<file path="config.mk">
export PLATFORM = sky130hd
export DESIGN_NAME = pcie_hcmd_sq_req
export DESIGN_NICKNAME = d
export VERILOG_FILES = /design/src/rtl/pcie_hcmd_sq_req_pkg.sv /design/src/rtl/pcie_hcmd_tag_pool.sv /design/src/rtl/pcie_hcmd_sq_req.sv
export SDC_FILE = /design/constraint.sdc
export NUM_CORES = 1
export LEC_CHECK = 0
export ABC_AREA = 1
export ABC_CLOCK_PERIOD_IN_PS = 6400
export BUFFER_PORTS_ARGS = -buffer_cell sky130_fd_sc_hd__buf_2
export CAP_MARGIN = 10
export CORE_UTILIZATION = 40
export DETAILED_ROUTE_END_ITERATION = 8
export PLACE_DENSITY = 0.69
export SYNTH_ARGS = -nofsm -noshare
export SYNTH_HDL_FRONTEND = slang
export SYNTH_SLANG_ARGS = --single-unit
export TNS_END_PERCENT = 20
</file>
<file path="constraint.sdc">
create_clock -name pcie_user_clk -period 6.4 [get_ports pcie_user_clk]
set_input_delay 0.64 -clock pcie_user_clk [delete_from_list [all_inputs] [get_ports pcie_user_clk]]
set_output_delay 0.64 -clock pcie_user_clk [all_outputs]
set_load 0.05 [all_outputs]
</file>
<file path="src/rtl/pcie_hcmd_sq_req_pkg.sv">
// Shared definitions for the SQ fetch request path: FSM encoding, fetch length,
// default PCIe tag base and the tag-table entry layout.
package pcie_hcmd_sq_req_pkg;

  typedef enum logic [3:0] {
    S_IDLE = 4'b0001,
    S_GNT  = 4'b0010,
    S_TBL  = 4'b0100,
    S_REQ  = 4'b1000
  } sq_req_state_e;

  // One 64-byte submission queue entry, expressed in DWs.
  localparam logic [9:0] HCMD_DW_LEN  = 10'd16;
  localparam logic [7:0] DEF_TAG_BASE = 8'h10;

  // Tag-table entry is {qid, slot}; qid occupies the upper bits.
  localparam int TBL_QID_W = 4;

endpackage

</file>
<file path="src/rtl/pcie_hcmd_tag_pool.sv">
// PCIe read-tag pool: busy bitmap with lowest-free allocation, range-checked
// retire and a registered count of outstanding tags.
module pcie_hcmd_tag_pool #(
  parameter int         C_NUM_TAGS = 4,
  parameter int         C_TAG_BITS = 2,
  parameter logic [7:0] C_TAG_BASE = 8'h10
) (
  input  logic                  pcie_user_clk,
  input  logic                  pcie_user_rst_n,
  input  logic                  alloc_en,
  output logic [C_TAG_BITS-1:0] alloc_idx,
  output logic                  any_free,
  input  logic                  free_en,
  input  logic [7:0]            free_tag,
  output logic [C_TAG_BITS:0]   outstanding
);

  logic [C_NUM_TAGS-1:0] busy;
  logic [C_NUM_TAGS-1:0] busy_nxt;
  logic [7:0]            free_off;
  logic                  free_hit;

  function automatic logic [C_TAG_BITS:0] popcount(input logic [C_NUM_TAGS-1:0] v);
    logic [C_TAG_BITS:0] cnt;
    cnt = '0;
    for (int i = 0; i < C_NUM_TAGS; i++) cnt = cnt + (C_TAG_BITS+1)'(v[i]);
    return cnt;
  endfunction

  assign any_free = ~&busy;

  always_comb begin
    alloc_idx = '0;
    for (int i = C_NUM_TAGS - 1; i >= 0; i--) begin
      if (!busy[i]) alloc_idx = C_TAG_BITS'(i);
    end
  end

  // Tags below the base wrap to a large offset, so one compare covers both bounds.
  assign free_off = free_tag - C_TAG_BASE;
  assign free_hit = free_en && (free_off < 8'(C_NUM_TAGS)) && busy[free_off[C_TAG_BITS-1:0]];

  always_comb begin
    busy_nxt = busy;
    if (free_hit) busy_nxt[free_off[C_TAG_BITS-1:0]] = 1'b0;
    if (alloc_en) busy_nxt[alloc_idx] = 1'b1;
  end

  always_ff @(posedge pcie_user_clk or negedge pcie_user_rst_n) begin
    if (!pcie_user_rst_n) begin
      busy        <= '0;
      outstanding <= '0;
    end else begin
      busy        <= busy_nxt;
      outstanding <= popcount(busy_nxt);
    end
  end

endmodule

</file>
<file path="src/rtl/pcie_hcmd_sq_req.sv">
// SQ entry fetch requester: accepts an arbiter grant, allocates a slot and a
// read tag, records tag->{qid,slot}, then issues one 16-DW memory read.
module pcie_hcmd_sq_req
  import pcie_hcmd_sq_req_pkg::*;
#(
  parameter int         C_PCIE_ADDR_WIDTH = 48,
  parameter int         C_NUM_TAGS        = 4,
  parameter int         C_TAG_BITS        = 2,
  parameter logic [7:0] C_TAG_BASE        = DEF_TAG_BASE,
  parameter int         C_SLOT_BITS       = 7
) (
  input  logic                            pcie_user_clk,
  input  logic                            pcie_user_rst_n,
  input  logic                            arb_sq_rdy,
  input  logic [TBL_QID_W-1:0]            sq_qid,
  input  logic [C_PCIE_ADDR_WIDTH-1:2]    hcmd_pcie_addr,
  output logic                            sq_hcmd_ack,
  input  logic                            hcmd_slot_rdy,
  input  logic [C_SLOT_BITS-1:0]          hcmd_slot_tag,
  output logic                            hcmd_slot_alloc_en,
  output logic                            tag_tbl_wr_en,
  output logic [C_TAG_BITS-1:0]           tag_tbl_wr_addr,
  output logic [TBL_QID_W+C_SLOT_BITS-1:0] tag_tbl_wr_data,
  output logic                            tx_mrd_req,
  output logic [7:0]                      tx_mrd_tag,
  output logic [9:0]                      tx_mrd_len,
  output logic [C_PCIE_ADDR_WIDTH-1:2]    tx_mrd_addr,
  input  logic                            tx_mrd_req_ack,
  input  logic                            cpld_done,
  input  logic [7:0]                      cpld_done_tag,
  output logic [C_TAG_BITS:0]             tag_outstanding
);

  sq_req_state_e                  state;
  sq_req_state_e                  state_nxt;
  logic [TBL_QID_W-1:0]           qid_r;
  logic [C_PCIE_ADDR_WIDTH-1:2]   addr_r;
  logic [C_SLOT_BITS-1:0]         slot_r;
  logic [C_TAG_BITS-1:0]          tag_r;
  logic [C_TAG_BITS-1:0]          alloc_idx;
  logic                           any_free;

  pcie_hcmd_tag_pool #(
    .C_NUM_TAGS (C_NUM_TAGS),
    .C_TAG_BITS (C_TAG_BITS),
    .C_TAG_BASE (C_TAG_BASE)
  ) u_tag_pool (
    .pcie_user_clk   (pcie_user_clk),
    .pcie_user_rst_n (pcie_user_rst_n),
    .alloc_en        (state == S_GNT),
    .alloc_idx       (alloc_idx),
    .any_free        (any_free),
    .free_en         (cpld_done),
    .free_tag        (cpld_done_tag),
    .outstanding     (tag_outstanding)
  );

  always_ff @(posedge pcie_user_clk or negedge pcie_user_rst_n) begin
    if (!pcie_user_rst_n) state <= S_IDLE;
    else                  state <= state_nxt;
  end

  always_comb begin
    state_nxt          = state;
    sq_hcmd_ack        = 1'b0;
    hcmd_slot_alloc_en = 1'b0;
    tag_tbl_wr_en      = 1'b0;
    tx_mrd_req         = 1'b0;
    unique case (state)
      S_IDLE: if (arb_sq_rdy && hcmd_slot_rdy && any_free) state_nxt = S_GNT;
      S_GNT: begin
        sq_hcmd_ack        = 1'b1;
        hcmd_slot_alloc_en = 1'b1;
        state_nxt          = S_TBL;
      end
      S_TBL: begin
        tag_tbl_wr_en = 1'b1;
        state_nxt     = S_REQ;
      end
      S_REQ: begin
        tx_mrd_req = 1'b1;
        if (tx_mrd_req_ack) state_nxt = S_IDLE;
      end
      default: state_nxt = S_IDLE;
    endcase
  end

  // Grant fields are captured in the ack cycle, while the arbiter still holds them.
  always_ff @(posedge pcie_user_clk or negedge pcie_user_rst_n) begin
    if (!pcie_user_rst_n) begin
      qid_r  <= '0;
      addr_r <= '0;
      slot_r <= '0;
      tag_r  <= '0;
    end else if (state == S_GNT) begin
      qid_r  <= sq_qid;
      addr_r <= hcmd_pcie_addr;
      slot_r <= hcmd_slot_tag;
      tag_r  <= alloc_idx;
    end
  end

  assign tag_tbl_wr_addr = tag_r;
  assign tag_tbl_wr_data = {qid_r, slot_r};
  assign tx_mrd_tag      = C_TAG_BASE + 8'(tag_r);
  assign tx_mrd_len      = HCMD_DW_LEN;
  assign tx_mrd_addr     = addr_r;

endmodule

</file>
==> Word level (Yosys, flattened, before mapping) <==
Cells that the tools add are included.
{ "totals": {"input_bits": 71, "latch_bits": 0, "mem_bits_ro": 0, "mem_bits_rw": 0, "regBits": 70, "mem_count": 0} }
{ "classes": {"n_eq_ne": 6, "muxes": 18, "n_shift": 0, "n_addsub": 5, "n_reduce_logical": 9, "bitwise_logic": 3, "n_div": 0, "n_lt_le_gt_ge": 5, "n_mul": 0} }
{ "ops": {"columns": ["cell", "count"], "rows": [
  ["2-to-1 mux 4 bit", 4],
  ["one-hot mux 4 bit (4 select lines)", 1],
  ["less-than comparator 8 x 3 -> 1 bit, second input constant", 1],
  ["2-to-1 mux 2 bit", 4],
  ["subtractor 8 x 5 -> 8 bit, second input constant", 1],
  ["adder 3 x 1 -> 3 bit", 2],
  ["adder 5 x 2 -> 6 bit, first input constant", 1],
  ["logical AND 1 bit", 6],
  ["less-than comparator 2 x 3 -> 1 bit, second input constant", 2],
  ["2-to-1 mux 1 bit", 6],
  ["AND 4 bit", 1],
  ["demux 1 bit (select 2 bit)", 2],
  ["== test 4 x 1 -> 1 bit, second input constant", 1],
  ["== test 4 x 2 -> 1 bit, second input constant", 1],
  ["== test 4 x 3 -> 1 bit, second input constant", 1],
  ["== test 4 bit, second input constant", 1],
  [">= comparator 2 x 1 -> 1 bit, second input constant", 2],
  ["inequality test 2 bit, second input constant", 2],
  ["inverter 4 bit", 1],
  ["bitwise OR 4 bit", 1],
  ["AND reduction 4 bit", 1],
  ["adder 1 x 1 -> 2 bit", 1],
  ["binary-select mux 1 bit (select 2 bit)", 1],
  ["AND reduction 2 bit", 1],
  ["zero test 1 bit", 1]
]} }

==> Longest topological paths before layout <==
{ "depth": {"ltp_word": 13, "depth_mapped": 13} }

==> Hierarchy <==
Synthesis repeated with hierarchy kept, for this count alone.
{ "unflattened": {"cells_unflattened": 359, "hier_area_um2": 3055.4} }
{ "by_module_without_submodules": {"columns": ["module", "n_inst", "area_each_um2", "seq_area_each_um2", "cells_each"], "rows": [
  ["pcie_hcmd_sq_req", 1, 2611.3, 1577.8, 299],
  ["pcie_hcmd_tag_pool", 1, 444.2, 175.2, 60]
]} }

==> Least setup slack after synthesis <==
Ideal clock, no wire load.
{ "synth_path": {"path_type": "reg-to-output", "startpoint": "reg state[1]", "endpoint": "out tx_mrd_req", "slack_ns": 4.102, "path_stages_with_launch": 4, "path_buffers": 0, "arrival_time_ns": 1.658, "cell_sequence": "dfrtp_1 -> nor2_1 -> inv_1 -> nor3_1"} }
{ "synth_between": {"elab_chain_cells": 2} }
{ "synth_rtl": {"columns": ["item", "line", "rtl"], "rows": [
  ["start, declared", "pcie_hcmd_sq_req.sv:34", "sq_req_state_e state;"],
  ["start signal, assigned", "pcie_hcmd_sq_req.sv:60", "else state <= state_nxt;"],
  ["== test 4 bit", "pcie_hcmd_sq_req.sv:69", "unique case (state)"],
  ["2-to-1 mux 1 bit", "pcie_hcmd_sq_req.sv:69", null],
  ["end, declared", "pcie_hcmd_sq_req.sv:24", "output logic tx_mrd_req,"]
]} }
No other way between the ends.

==> Worst setup path after layout <==
{ "layout_path": {"startpoint": "reg state[3]", "endpoint": "reg u_tag_pool.outstanding[1]"} }
{ "layout_between": {"elab_chain_cells": 5} }
{ "layout_rtl": {"columns": ["item", "line", "rtl"], "rows": [
  ["== test 4 x 2 -> 1 bit", "pcie_hcmd_sq_req.sv:50", ".alloc_en (state == S_GNT),"],
  ["2-to-1 mux 4 bit", "pcie_hcmd_tag_pool.sv:46", "if (alloc_en) busy_nxt[alloc_idx] = 1'b1;"],
  ["net u_tag_pool.busy_nxt[0]", "pcie_hcmd_tag_pool.sv:19", "logic [C_NUM_TAGS-1:0] busy_nxt;"],
  ["adder 1 x 1 -> 2 bit", "pcie_hcmd_tag_pool.sv:26", "for (int i = 0; i < C_NUM_TAGS; i++) cnt = cnt + (C_TAG_BITS+1)'(v[i]);"],
  ["adder 3 x 1 -> 3 bit (2 in series)", "pcie_hcmd_tag_pool.sv:26", null],
  ["end signal, assigned", "pcie_hcmd_tag_pool.sv:55", "outstanding <= popcount(busy_nxt);"],
  ["end, declared", "pcie_hcmd_tag_pool.sv:15", "output logic [C_TAG_BITS:0] outstanding"]
]} }
The timed path passes the listed nets, and every way through them passes these cells.
A chain may end at the register's enable or synchronous reset.

==> flow_metrics.env <==
export IMPL_cts_sinks=70
export IMPL_grt_pass1_vias=2318
export IMPL_htreeDepth=3
export IMPL_wirelength_um=6442
export IMPL_cts_root_buf="clkbuf_8"
export IMPL_end_kind="flop"
export IMPL_setup_tns_ns=0
export IMPL_start_util_pct=41.54
export IMPL_finalPower_w=0.002375
export IMPL_min_period_over_period_pct=48.09
export IMPL_avgRoutedWirePerCell_um=10.65
export IMPL_grt_use_met2_pct=27.97
export IMPL_cts_tree="yes"
export IMPL_num_vias=2607
export IMPL_cp_endpoint="u_tag_pool.outstanding[1]"
export IMPL_seq_area_mm2=0.001753
export IMPL_path_clk_slew_ns=0.07
export IMPL_fin_area_mm2=0.003913
export IMPL_fin_nets=575
export IMPL_yosysUniqueCellTypes=18
export IMPL_grt_pass1_wl_um=10010
export IMPL_die_w_um=89.02
export IMPL_detail_route_drc_violations=0
export IMPL_hold_buffers=0
export IMPL_crit_type="reg -> reg"
export IMPL_fmax_mhz=324.9
export IMPL_cap_violations=0
export IMPL_dieHeight_um=89.02
export IMPL_core_area_mm2=0.007292
export IMPL_relSlewSlack_pct=33.40
export IMPL_preCtsSetupSlack_ns=3.270
export IMPL_clockBufferDepth=2
export IMPL_clock_latency_ns=0.33
export IMPL_crit_arrival_ns=3.29
export IMPL_vdd_drop_max_uv=332.5
export IMPL_area_growth_pct=29.16
export IMPL_placed_area_mm2=0.003714
export IMPL_die_area_mm2=0.007925
export IMPL_cts_buffers_inserted=9
export IMPL_dr_pass1_iters=4
export IMPL_cp_startpoint="state[3]"
export IMPL_num_rows=31
export IMPL_ys_ff_latch=70
export IMPL_final_setup_worst_slack_ns=3.323
export IMPL_antenna_left=0
export IMPL_grt_overflow=0
export IMPL_syn_inst=366
export IMPL_port_buffers=138
export IMPL_worstHoldPathType="reg -> reg"
export IMPL_rsz0062_at_grt="false"
export IMPL_postCtsSetupRepairBufs=0
export IMPL_worst_slew_pin_slew_ns=0.9958
export IMPL_r2r_setup_slack_ns=3.32
export IMPL_p_leak_nw=2.373
export IMPL_antenna_found_initial=0
export IMPL_outcome="finished, final reports clean"
export IMPL_busiest_layer="met2"
export IMPL_place_congestion=0.7400
export IMPL_fin_crit_ns=3.077
export IMPL_reg2reg_from="state[3]"
export IMPL_hold_viol=0
export IMPL_grt_max_degree=71
export IMPL_finalSetupViolations=0
export IMPL_cp_max_fo=34
export IMPL_track_usage_pct=16.32
export IMPL_fillers=721
export IMPL_antenna_cells=0
export IMPL_powerDensity_mw_per_mm2=607.1
export IMPL_ys_seq_area_share_pct=57.87
export IMPL_post_cts_resized=0
export IMPL_fin_worst_skew_ns=0.008506
export IMPL_reg2reg_to="u_tag_pool.outstanding[1]"
export IMPL_cp_required_ns=6.61
export IMPL_gr_usage_met1_pct=20.05
export IMPL_slew_violations=0
export IMPL_ios=155
export IMPL_ys_warn_count=0
export IMPL_dr_first_iter_drc_count=76
export IMPL_rr_worst_depth=11
export IMPL_avgViaCountPerCell=4.309
export IMPL_dp_cells=589
export IMPL_syn_area_mm2=0.003029
export IMPL_dp_hpwl_um=4549
export IMPL_gr_usage_met3_pct=4.340
export IMPL_start_kind="flop"
export IMPL_multiInputGateArea_mm2=0.001033
export IMPL_drive_gt1_share_pct=31.82
export IMPL_avgSynthCellArea_um2=8.276
export IMPL_final_cells=605
==> routing by layer <==
metal / wire (um) / up-vias
met3: 519 / 7
met5: 0 / -
met1: 2836 / 1169
met4: 74 / 0
met2: 3012 / 104
li1: - / 1327
==> cell usage after synthesis, drive strengths merged <==
master,number,area share [%]
nor2,11,1.4
dfstp,1,0.87
dfrtp,69,57
conb,2,0.25
nand4,1,0.21
fa,1,0.66
o21ai,1,0.17
buf,31,6.8
nand3,13,2.3
nor3,3,0.87
inv,24,3.0
a21oi,2,0.33
nand2,205,25
ha,2,0.83
==> layout make-up <==
| type | count | area share [%] |
|---|---|---|
| tap | 99 | 3.166 |
| clock buffer | 10 | 3.518 |
| timing repair buffer | 141 | 18.23 |
| inverter | 24 | 2.303 |
| sequential | 70 | 44.80 |
| multi-input combinational | 255 | 26.42 |
| clock inverter | 6 | 1.567 |
==> worst min path at each step <==
stage	startpoint	endpoint	slack [ns]	cells after the start
floorplan	pcie_user_rst_n	qid_r[0]	0.34	0
global placement	tx_mrd_addr[21]	tx_mrd_addr[21]	0.46	2
detailed placement	tx_mrd_addr[15]	tx_mrd_addr[15]	0.46	2
CTS	tx_mrd_addr[15]	tx_mrd_addr[15]	0.48	2
global route	hcmd_pcie_addr[9]	tx_mrd_addr[9]	0.49	3
finish	tx_mrd_addr[15]	tx_mrd_addr[15]	0.48	2
==> through the flow <==
step	hold WS, ns	util [%]
global route	0.4857	53.65
detailed placement	0.4595	50.93
global placement	0.4562	50.93
finish	0.4757	53.65
CTS	0.4788	53.65
floorplan	0.3444	-
==> logic make-up after synthesis <==
| logic type | after synthesis | synth area share [%] |
|---|---|---|
| flops | 70 | 57.87 |
| simple gates | 233 | 30.15 |
| fa+ha+maj | 3 | 1.487 |
| other cells | 2 | 0.2479 |
| compound gates | 3 | 0.4955 |
| buf+inv | 55 | 9.748 |
==> sequential cells by signal (all words and copies together), names as in the netlist <==
register,flops
tx_mrd_addr,46
state,4
u_tag_pool.outstanding,3
u_tag_pool.busy,4
qid_r,4
tag_tbl_wr_addr,2
slot_r,7
==> power by group <==
| part | switching (W) | internal [W] |
|---|---|---|
| Clock | 0.000160 | 0.000189 |
| Sequential | 0.000103 | 0.000645 |
| Combinational | 0.00101 | 0.000268 |
| Total | 0.00127 | 0.00110 |
==> cells in the final DEF, fill, tap and decap left out, drive strengths merged <==
master,n
clkinv,4
nand4,1
nand2,205
nand3,13
clkbuf,10
ha,2
o21ai,1
dfstp,1
fa,1
nor3,3
a21oi,2
conb,16
inv,24
nor2,11
dfrtp,69
bufinv,1
buf,141
clkinvlp,1
==> critical path: stages, from the launching register on <==
cell and delay (ns):
dfrtp_1 0.36, inv_1 0.09, nand2_1 0.12, nor3_4 0.78, buf_4 0.47, nand3_1 0.13, nand2_1 0.11, ha_1 0.15
inv_1 0.05, fa_1 0.39, inv_1 0.07, ha_1 0.22
Power figures use the tool's default switching activity.
